==> src/rtl/muldiv_if.sv <==
// Request/response bundle between the control unit and the iterative multiply/divide unit.
interface muldiv_if #(
  parameter int XLEN = 32
);
  logic            start;
  logic [2:0]      md_op;
  logic [XLEN-1:0] operand_a;
  logic [XLEN-1:0] operand_b;
  logic            busy;
  logic            done;
  logic [XLEN-1:0] md_data;

  modport master (
    output start, md_op, operand_a, operand_b,
    input  busy, done, md_data
  );

  modport slave (
    input  start, md_op, operand_a, operand_b,
    output busy, done, md_data
  );
endinterface

==> src/rtl/muldiv_unit.sv <==
// Iterative RV32M multiply/divide: 32 shift-add or restoring-subtract steps on operand magnitudes,
// sign fix-up in a final cycle; fixed 33-cycle latency, start ignored while busy.
module muldiv_unit #(
  parameter int XLEN = 32
) (
  input logic     clk,
  input logic     rst_n,
  muldiv_if.slave md
);

  typedef enum logic [1:0] {
    IDLE,
    CALC,
    FIN
  } state_t;

  localparam logic [5:0] LAST_ITER = 6'd31;

  state_t          state_q;
  state_t          state_d;
  logic [5:0]      cnt_q;
  logic [2:0]      op_q;
  logic            neg_q;
  logic [XLEN:0]   acc_hi_q;
  logic [XLEN-1:0] acc_lo_q;
  logic [XLEN-1:0] opnd_q;
  logic            done_q;
  logic [XLEN-1:0] md_data_q;

  logic            a_signed;
  logic            b_signed;
  logic            sign_a;
  logic            sign_b;
  logic [XLEN-1:0] mag_a;
  logic [XLEN-1:0] mag_b;
  logic            b_zero;
  logic            neg_start;

  logic [XLEN:0]   mul_sum;
  logic [XLEN:0]   div_shift;
  logic [XLEN:0]   div_diff;
  logic [XLEN:0]   step_hi;
  logic [XLEN-1:0] step_lo;

  logic [2*XLEN-1:0] prod;
  logic [2*XLEN-1:0] prod_s;
  logic [XLEN-1:0]   quo_s;
  logic [XLEN-1:0]   rem_s;
  logic [XLEN-1:0]   result;

  // Operand conditioning at the start edge; the sign flag is already specific to the selected result.
  always_comb begin
    a_signed  = (md.md_op == 3'd1) || (md.md_op == 3'd2) || (md.md_op == 3'd4) || (md.md_op == 3'd6);
    b_signed  = (md.md_op == 3'd1) || (md.md_op == 3'd4) || (md.md_op == 3'd6);
    sign_a    = a_signed & md.operand_a[XLEN-1];
    sign_b    = b_signed & md.operand_b[XLEN-1];
    mag_a     = sign_a ? ('0 - md.operand_a) : md.operand_a;
    mag_b     = sign_b ? ('0 - md.operand_b) : md.operand_b;
    b_zero    = (md.operand_b == '0);
    neg_start = 1'b0;
    if (!md.md_op[2]) begin
      neg_start = sign_a ^ sign_b;
    end else if (md.md_op[1]) begin
      neg_start = sign_a;
    end else begin
      // Divide by zero must return an all-ones quotient regardless of the dividend sign.
      neg_start = (sign_a ^ sign_b) & ~b_zero;
    end
  end

  // One iteration step. Unsigned restoring division by zero naturally yields all-ones quotient and
  // remainder = dividend; the signed overflow case also falls out of magnitude arithmetic unchanged.
  always_comb begin
    mul_sum   = acc_hi_q + {1'b0, (acc_lo_q[0] ? opnd_q : '0)};
    div_shift = {acc_hi_q[XLEN-1:0], acc_lo_q[XLEN-1]};
    div_diff  = div_shift - {1'b0, opnd_q};
    step_hi   = {1'b0, mul_sum[XLEN:1]};
    step_lo   = {mul_sum[0], acc_lo_q[XLEN-1:1]};
    if (op_q[2]) begin
      if (!div_diff[XLEN]) begin
        step_hi = div_diff;
        step_lo = {acc_lo_q[XLEN-2:0], 1'b1};
      end else begin
        step_hi = div_shift;
        step_lo = {acc_lo_q[XLEN-2:0], 1'b0};
      end
    end
  end

  always_comb begin
    prod   = {acc_hi_q[XLEN-1:0], acc_lo_q};
    prod_s = neg_q ? ('0 - prod) : prod;
    quo_s  = neg_q ? ('0 - acc_lo_q) : acc_lo_q;
    rem_s  = neg_q ? ('0 - acc_hi_q[XLEN-1:0]) : acc_hi_q[XLEN-1:0];
    case (op_q)
      3'd0:                result = prod_s[XLEN-1:0];
      3'd1, 3'd2, 3'd3:    result = prod_s[2*XLEN-1:XLEN];
      3'd4, 3'd5:          result = quo_s;
      default:             result = rem_s;
    endcase
  end

  always_ff @(posedge clk or negedge rst_n) begin
    if (!rst_n) begin
      state_q <= IDLE;
    end else begin
      state_q <= state_d;
    end
  end

  always_comb begin
    state_d = state_q;
    case (state_q)
      IDLE:    if (md.start) state_d = CALC;
      CALC:    if (cnt_q == LAST_ITER) state_d = FIN;
      FIN:     state_d = IDLE;
      default: state_d = IDLE;
    endcase
  end

  always_ff @(posedge clk or negedge rst_n) begin
    if (!rst_n) begin
      cnt_q     <= '0;
      op_q      <= '0;
      neg_q     <= 1'b0;
      acc_hi_q  <= '0;
      acc_lo_q  <= '0;
      opnd_q    <= '0;
      done_q    <= 1'b0;
      md_data_q <= '0;
    end else begin
      done_q <= 1'b0;
      case (state_q)
        IDLE: begin
          if (md.start) begin
            cnt_q    <= '0;
            op_q     <= md.md_op;
            neg_q    <= neg_start;
            acc_hi_q <= '0;
            // Multiply shifts the multiplier out of acc_lo; divide shifts the dividend out of it.
            acc_lo_q <= md.md_op[2] ? mag_a : mag_b;
            opnd_q   <= md.md_op[2] ? mag_b : mag_a;
          end
        end
        CALC: begin
          cnt_q    <= cnt_q + 6'd1;
          acc_hi_q <= step_hi;
          acc_lo_q <= step_lo;
        end
        FIN: begin
          md_data_q <= result;
          done_q    <= 1'b1;
        end
        default: ;
      endcase
    end
  end

  assign md.busy    = (state_q != IDLE);
  assign md.done    = done_q;
  assign md.md_data = md_data_q;

endmodule

==> src/flat_wrapper.sv <==
// flat-port wrapper written by rule: the top's interface ports become plain ports
module muldiv_unit_flat 
#(
  parameter int XLEN = 32
)
  (clk, rst_n, md_start, md_md_op, md_operand_a, md_operand_b, md_busy, md_done, md_md_data);
  muldiv_if #(.XLEN(XLEN)) md_i ();
  input logic clk;
  input logic rst_n;
  input wire logic [$bits(md_i.start)-1:0] md_start;
  input wire logic [$bits(md_i.md_op)-1:0] md_md_op;
  input wire logic [$bits(md_i.operand_a)-1:0] md_operand_a;
  input wire logic [$bits(md_i.operand_b)-1:0] md_operand_b;
  output wire logic [$bits(md_i.busy)-1:0] md_busy;
  output wire logic [$bits(md_i.done)-1:0] md_done;
  output wire logic [$bits(md_i.md_data)-1:0] md_md_data;
  assign md_i.start = md_start;
  assign md_i.md_op = md_md_op;
  assign md_i.operand_a = md_operand_a;
  assign md_i.operand_b = md_operand_b;
  assign md_busy = md_i.busy;
  assign md_done = md_i.done;
  assign md_md_data = md_i.md_data;
  muldiv_unit #(.XLEN(XLEN)) u_core (.clk(clk), .rst_n(rst_n), .md(md_i));
endmodule
==> config.mk <==
export PLATFORM = sky130hd
export DESIGN_NAME = muldiv_unit_flat
export DESIGN_NICKNAME = d
export VERILOG_FILES = /design/src/rtl/muldiv_if.sv /design/src/rtl/muldiv_unit.sv /design/src/flat_wrapper.sv
export SDC_FILE = /design/constraint.sdc
export NUM_CORES = 1
export LEC_CHECK = 0
export CAP_MARGIN = 20
export CORE_ASPECT_RATIO = 1.4
export CORE_MARGIN = 2
export CORE_UTILIZATION = 50
export DETAILED_ROUTE_END_ITERATION = 10
export PLACE_DENSITY_LB_ADDON = 0.2
export SETUP_SLACK_MARGIN = 0.15
export SLEW_MARGIN = 20
export SYNTH_ARGS = -nofsm -noshare
export SYNTH_HDL_FRONTEND = slang
export SYNTH_SLANG_ARGS = --single-unit
==> constraint.sdc <==
create_clock -name clk -period 4.3 [get_ports clk]
set_input_delay 0.43 -clock clk [delete_from_list [all_inputs] [get_ports clk]]
set_output_delay 0.43 -clock clk [all_outputs]
set_load 0.02 [all_outputs]
==> impl_metrics.py <==
metrics = {
    "synthesis": {
        "syn_inst": 1916,
        "synthDominantAreaCellType": "sky130_fd_sc_hd__dfrtp_1",
        "netlist_top_cells_count": "195 x sky130_fd_sc_hd__a21oi_1, 189 x sky130_fd_sc_hd__o21ai_0, 188 x sky130_fd_sc_hd__nor2_1",
        "synth_top_area_cells": "sky130_fd_sc_hd__dfrtp_1 25%, sky130_fd_sc_hd__a21oi_1 6.8%, sky130_fd_sc_hd__o21ai_0 6.6%",
        "syn_nets": 2059,
        "synth_adder_area_share_pct": 6.51,
        "synthDistinctLibCells": 75,
        "synth-async-reset-ratio_pct": 100,
        "synth_top_family_by_area": "compound AO/OA/AOI/OAI gates",
        "synth_top_cell_area_share_pct": 24.9,
        "synthesis.area_per_instance_sq_um": 7.45,
        "share_of_synthesized_area_occupied_by_flip_flops_and_latches_pct": 24.9,
        "synth.most_common_cell": "sky130_fd_sc_hd__a21oi_1",
        "ys_ff_latch": 142,
        "synth-edff-count": 0,
        "synth_compound_gate_area_share_pct": 29.4,
        "synth-simple-area-share_pct": 20.0,
        "post_synth_instance_area_sq_um": 14300,
        "synth_top_flop_cell": "sky130_fd_sc_hd__dfrtp_1",
        "mux_contribution_to_synthesized_area_pct": 3.96,
        "synthesis.yosys.warnings": 0,
        "post_synthesis_share_of_cell_area_spent_on_xor_and_xnor_gates_pct": 9.88,
    },
    "critical_path": {
        "reg2regPathDepth": 18,
        "timing.critical_path.to_type": "register",
        "cp.arrival_ps": 4290,
        "r2r-end": "u_core.acc_hi_q[31]",
        "ff2ff_setup_slack_ps": 350,
        "worstSetupStartpointType": "register",
        "worstSetupPathType": "register to register",
        "critical_path_rt_ps": 4640,
        "crit_fanout": 24,
        "worst_r2r_startpoint": "u_core.acc_lo_q[31]",
    },
    "floorplanning": {
        "die_width_um": 147,
        "placement_rows": 73,
        "die_height_um": 204,
        "initial_core_util_pct": 50.6,
        "ios": 104,
        "die-area_sq_um": 29900,
        "fp.coreArea_sq_um": 28200,
    },
    "min_path": {
        "hold_class": "primary input to asynchronous set/reset pin",
    },
    "timing": {
        "timing_max_transition_violations_final": 0,
        "finalCriticalPeriod_ps": 3950,
        "maxClockFrequency_mhz": 253,
        "worst_clock_skew_ps": 9.61,
        "finalSetupViolCount": 0,
        "finalHoldViolations": 0,
        "grt_setup_unrepaired": "no",
        "max_slew.worst_pin.slew_ps": 1210,
        "holdWs_ps": 11.2,
        "post-route-period-util_pct": 92.0,
        "sum_neg_setup_slack_ps": 0,
        "max_slew_margin_pct": 18.6,
    },
    "final_layout": {
        "fillCellCount": 2681,
        "finalNetCount": 2128,
        "drive_gt1_share_pct": 7.61,
        "area_added_between_synthesis_and_finish_pct": 16.2,
        "num_antenna_cells": 0,
    },
    "run": {
        "number_of_max_capacitance_violations_reported": 0,
    },
    "detailed_routing": {
        "iteration_count_of_the_initial_detailed_routing_pass": 5,
        "wl_per_instance_um": 22.4,
        "first_iter_violations": 1406,
        "routed_wirelength_um": 53000,
        "route.vias.total": 15200,
        "drc_errors": 0,
        "avgViaCountPerCell": 6.42,
        "detail-route-antenna-nets": 0,
    },
    "clock_network": {
        "tritoncts_num_sinks": 142,
        "cts.reportedPaths.clkPinSlew_ps": 60,
        "tritoncts": "done",
        "clk-insertion-delay-late_ps": 450,
        "post_cts_buffers": 0,
        "number_of_buffers_created_by_cts": 17,
        "clockRootBuffer": "sky130_fd_sc_hd__clkbuf_16",
        "htreeDepth": 4,
        "clock_tree.buffer_depth": 2,
        "number_of_hold_buffers_added_after_cts": 0,
    },
    "grt": {
        "grt_pass1_vias": 14800,
        "gr-total-overflow": 0,
        "grt_antenna_before_repair": 0,
        "wire_length_of_the_first_global_routing_pass_um": 82900,
        "groute.usage.overall_pct": 35.6,
        "grt_max_degree": 99,
    },
    "power": {
        "power_per_cell_area_nw_per_um2": 802,
        "peakVddDrop_v": 0.000428,
        "p_leak_uw": 0.00682,
    },
    "place": {
        "io_buffer_count": 103,
        "place.detailed.hpwl_um": 41200,
        "finalWeightedCongestion": 0.969,
    },
    "outcome": {
        "run_status": "finished, final reports clean",
    },
}
## area by class of cell
cell class,instances,area (sq um),share of cell area [%]
Clock inverter,12,140,0.845
Sequential cell,142,3560,21.4
Inverter,61,229,1.38
Timing Repair Buffer,189,1720,10.4
Clock buffer,19,443,2.67
Multi-Input combinational cell,1574,10000,60.4
Tap cell,375,469,2.83
## worst max path at each step
stage / startpoint / endpoint / slack (ps) / depth (start not counted)
after floorplan: u_core.acc_lo_q[31] / u_core.acc_hi_q[26] / 190 / 19
after global placement: u_core.opnd_q[0] / u_core.acc_hi_q[31] / 200 / 17
after detailed placement: u_core.acc_lo_q[31] / u_core.acc_hi_q[31] / 90 / 18
after CTS: u_core.acc_lo_q[31] / u_core.acc_hi_q[31] / 200 / 18
after global routing: u_core.acc_lo_q[31] / u_core.acc_hi_q[31] / 140 / 18
final: u_core.acc_lo_q[31] / u_core.acc_hi_q[31] / 350 / 18
## cell families (layout without fill, tap and decap cells)
| family | after synthesis | after routing |
|---|---|---|
| AOI/OAI and AO/OA | 676 | 676 |
| xor gates and xnor gates | 161 | 161 |
| adders and majority gates | 73 | 73 |
| buffers and inverters | 200 | 281 |
| DFF | 142 | 142 |
| muxes | 56 | 56 |
| and+or+nand+nor | 608 | 608 |
## metal layers
layer | wire [um] | vias up | share of wire [%] | global-route usage [%]
li1 | - | 7119 | - | -
met1 | 20700 | 7229 | 39 | 42.3
met2 | 25500 | 706 | 48 | 60.9
met3 | 3230 | 182 | 6.1 | 4.75
met4 | 3630 | 0 | 6.8 | 22.4
met5 | 0 | - | 0 | 0
## through the flow
| stage | utilization [%] | power, uW | cell area [sq um] | setup WS (ps) | instances |
|---|---|---|---|---|---|
| 2_1_floorplan | - | 8600 | 14300 | 186 | 1916 |
| 6_report | 58.8 | 13300 | 16600 | 346 | 2372 |
| 5_1_grt | 58.8 | 14300 | 16600 | 142 | 2372 |
| 3_3_place_gp | 56.5 | 11300 | 15900 | 198 | 2341 |
| 4_1_cts | 58.6 | 13000 | 16500 | 201 | 2372 |
| 3_5_place_dp | 56.5 | 11400 | 15900 | 85.7 | 2341 |
## critical path: stages, from the launching register on
cell	delay, ps
sky130_fd_sc_hd__dfrtp_1	370
sky130_fd_sc_hd__inv_1	90
sky130_fd_sc_hd__ha_1	190
sky130_fd_sc_hd__fa_2	250
sky130_fd_sc_hd__nor2b_2	60
sky130_fd_sc_hd__o2111ai_2	230
sky130_fd_sc_hd__a21oi_2	100
sky130_fd_sc_hd__o31ai_2	320
sky130_fd_sc_hd__and3_2	290
sky130_fd_sc_hd__o41ai_4	100
sky130_fd_sc_hd__a31o_2	280
sky130_fd_sc_hd__a21o_1	170
sky130_fd_sc_hd__a21o_1	190
sky130_fd_sc_hd__ha_2	400
sky130_fd_sc_hd__buf_12	190
sky130_fd_sc_hd__nor2_1	90
sky130_fd_sc_hd__a221o_1	310
sky130_fd_sc_hd__a21oi_1	110
sky130_fd_sc_hd__o31ai_1	80
## cell usage in the layout, fill, tap and decap left out, types with 14 or more instances in the layout
cell / Yosys / layout
sky130_fd_sc_hd__a21o_1: 38 / 38
sky130_fd_sc_hd__nor2_1: 188 / 188
sky130_fd_sc_hd__or3_1: 23 / 23
sky130_fd_sc_hd__mux2i_1: 52 / 52
sky130_fd_sc_hd__o211ai_1: 28 / 28
sky130_fd_sc_hd__nor4_1: 14 / 14
sky130_fd_sc_hd__a21oi_1: 195 / 193
sky130_fd_sc_hd__a31oi_1: 28 / 28
sky130_fd_sc_hd__buf_4: 0 / 82
sky130_fd_sc_hd__or4_1: 16 / 16
sky130_fd_sc_hd__inv_1: 58 / 58
sky130_fd_sc_hd__clkbuf_16: 0 / 17
sky130_fd_sc_hd__o41ai_1: 21 / 20
sky130_fd_sc_hd__clkdlybuf4s50_1: 0 / 101
sky130_fd_sc_hd__xor2_1: 73 / 73
sky130_fd_sc_hd__ha_1: 71 / 70
sky130_fd_sc_hd__o31ai_1: 29 / 28
sky130_fd_sc_hd__nand3_1: 47 / 47
sky130_fd_sc_hd__nand2b_1: 17 / 15
sky130_fd_sc_hd__nand2_1: 185 / 184
sky130_fd_sc_hd__a211oi_1: 42 / 42
sky130_fd_sc_hd__xnor2_1: 88 / 88
sky130_fd_sc_hd__nand4_1: 17 / 17
sky130_fd_sc_hd__o21ai_0: 189 / 189
sky130_fd_sc_hd__nor3_1: 43 / 43
sky130_fd_sc_hd__dfrtp_1: 142 / 140
## report_power, final
part | internal, uW | leakage [uW] | switching, uW
Combinational | 3740 | 0.00487 | 5650
Sequential | 1810 | 0.00167 | 599
Clock | 869 | 0.000276 | 623
## flip-flops by register name (all words and copies together), names as in the netlist
register / count
u_core.acc_lo_q: 32
u_core.op_q: 3
u_core.state_q: 2
u_core.neg_q: 1
u_core.md.done: 1
u_core.acc_hi_q: 33
u_core.cnt_q: 6
u_core.md.md_data: 32
u_core.opnd_q: 32
## what timing repair did
action,4_1_cts,5_1_grt
pin swaps,0,2
resized for setup,1,10
setup endpoints to repair,5,28
No activity file was read; power rests on OpenSTA's default activity.
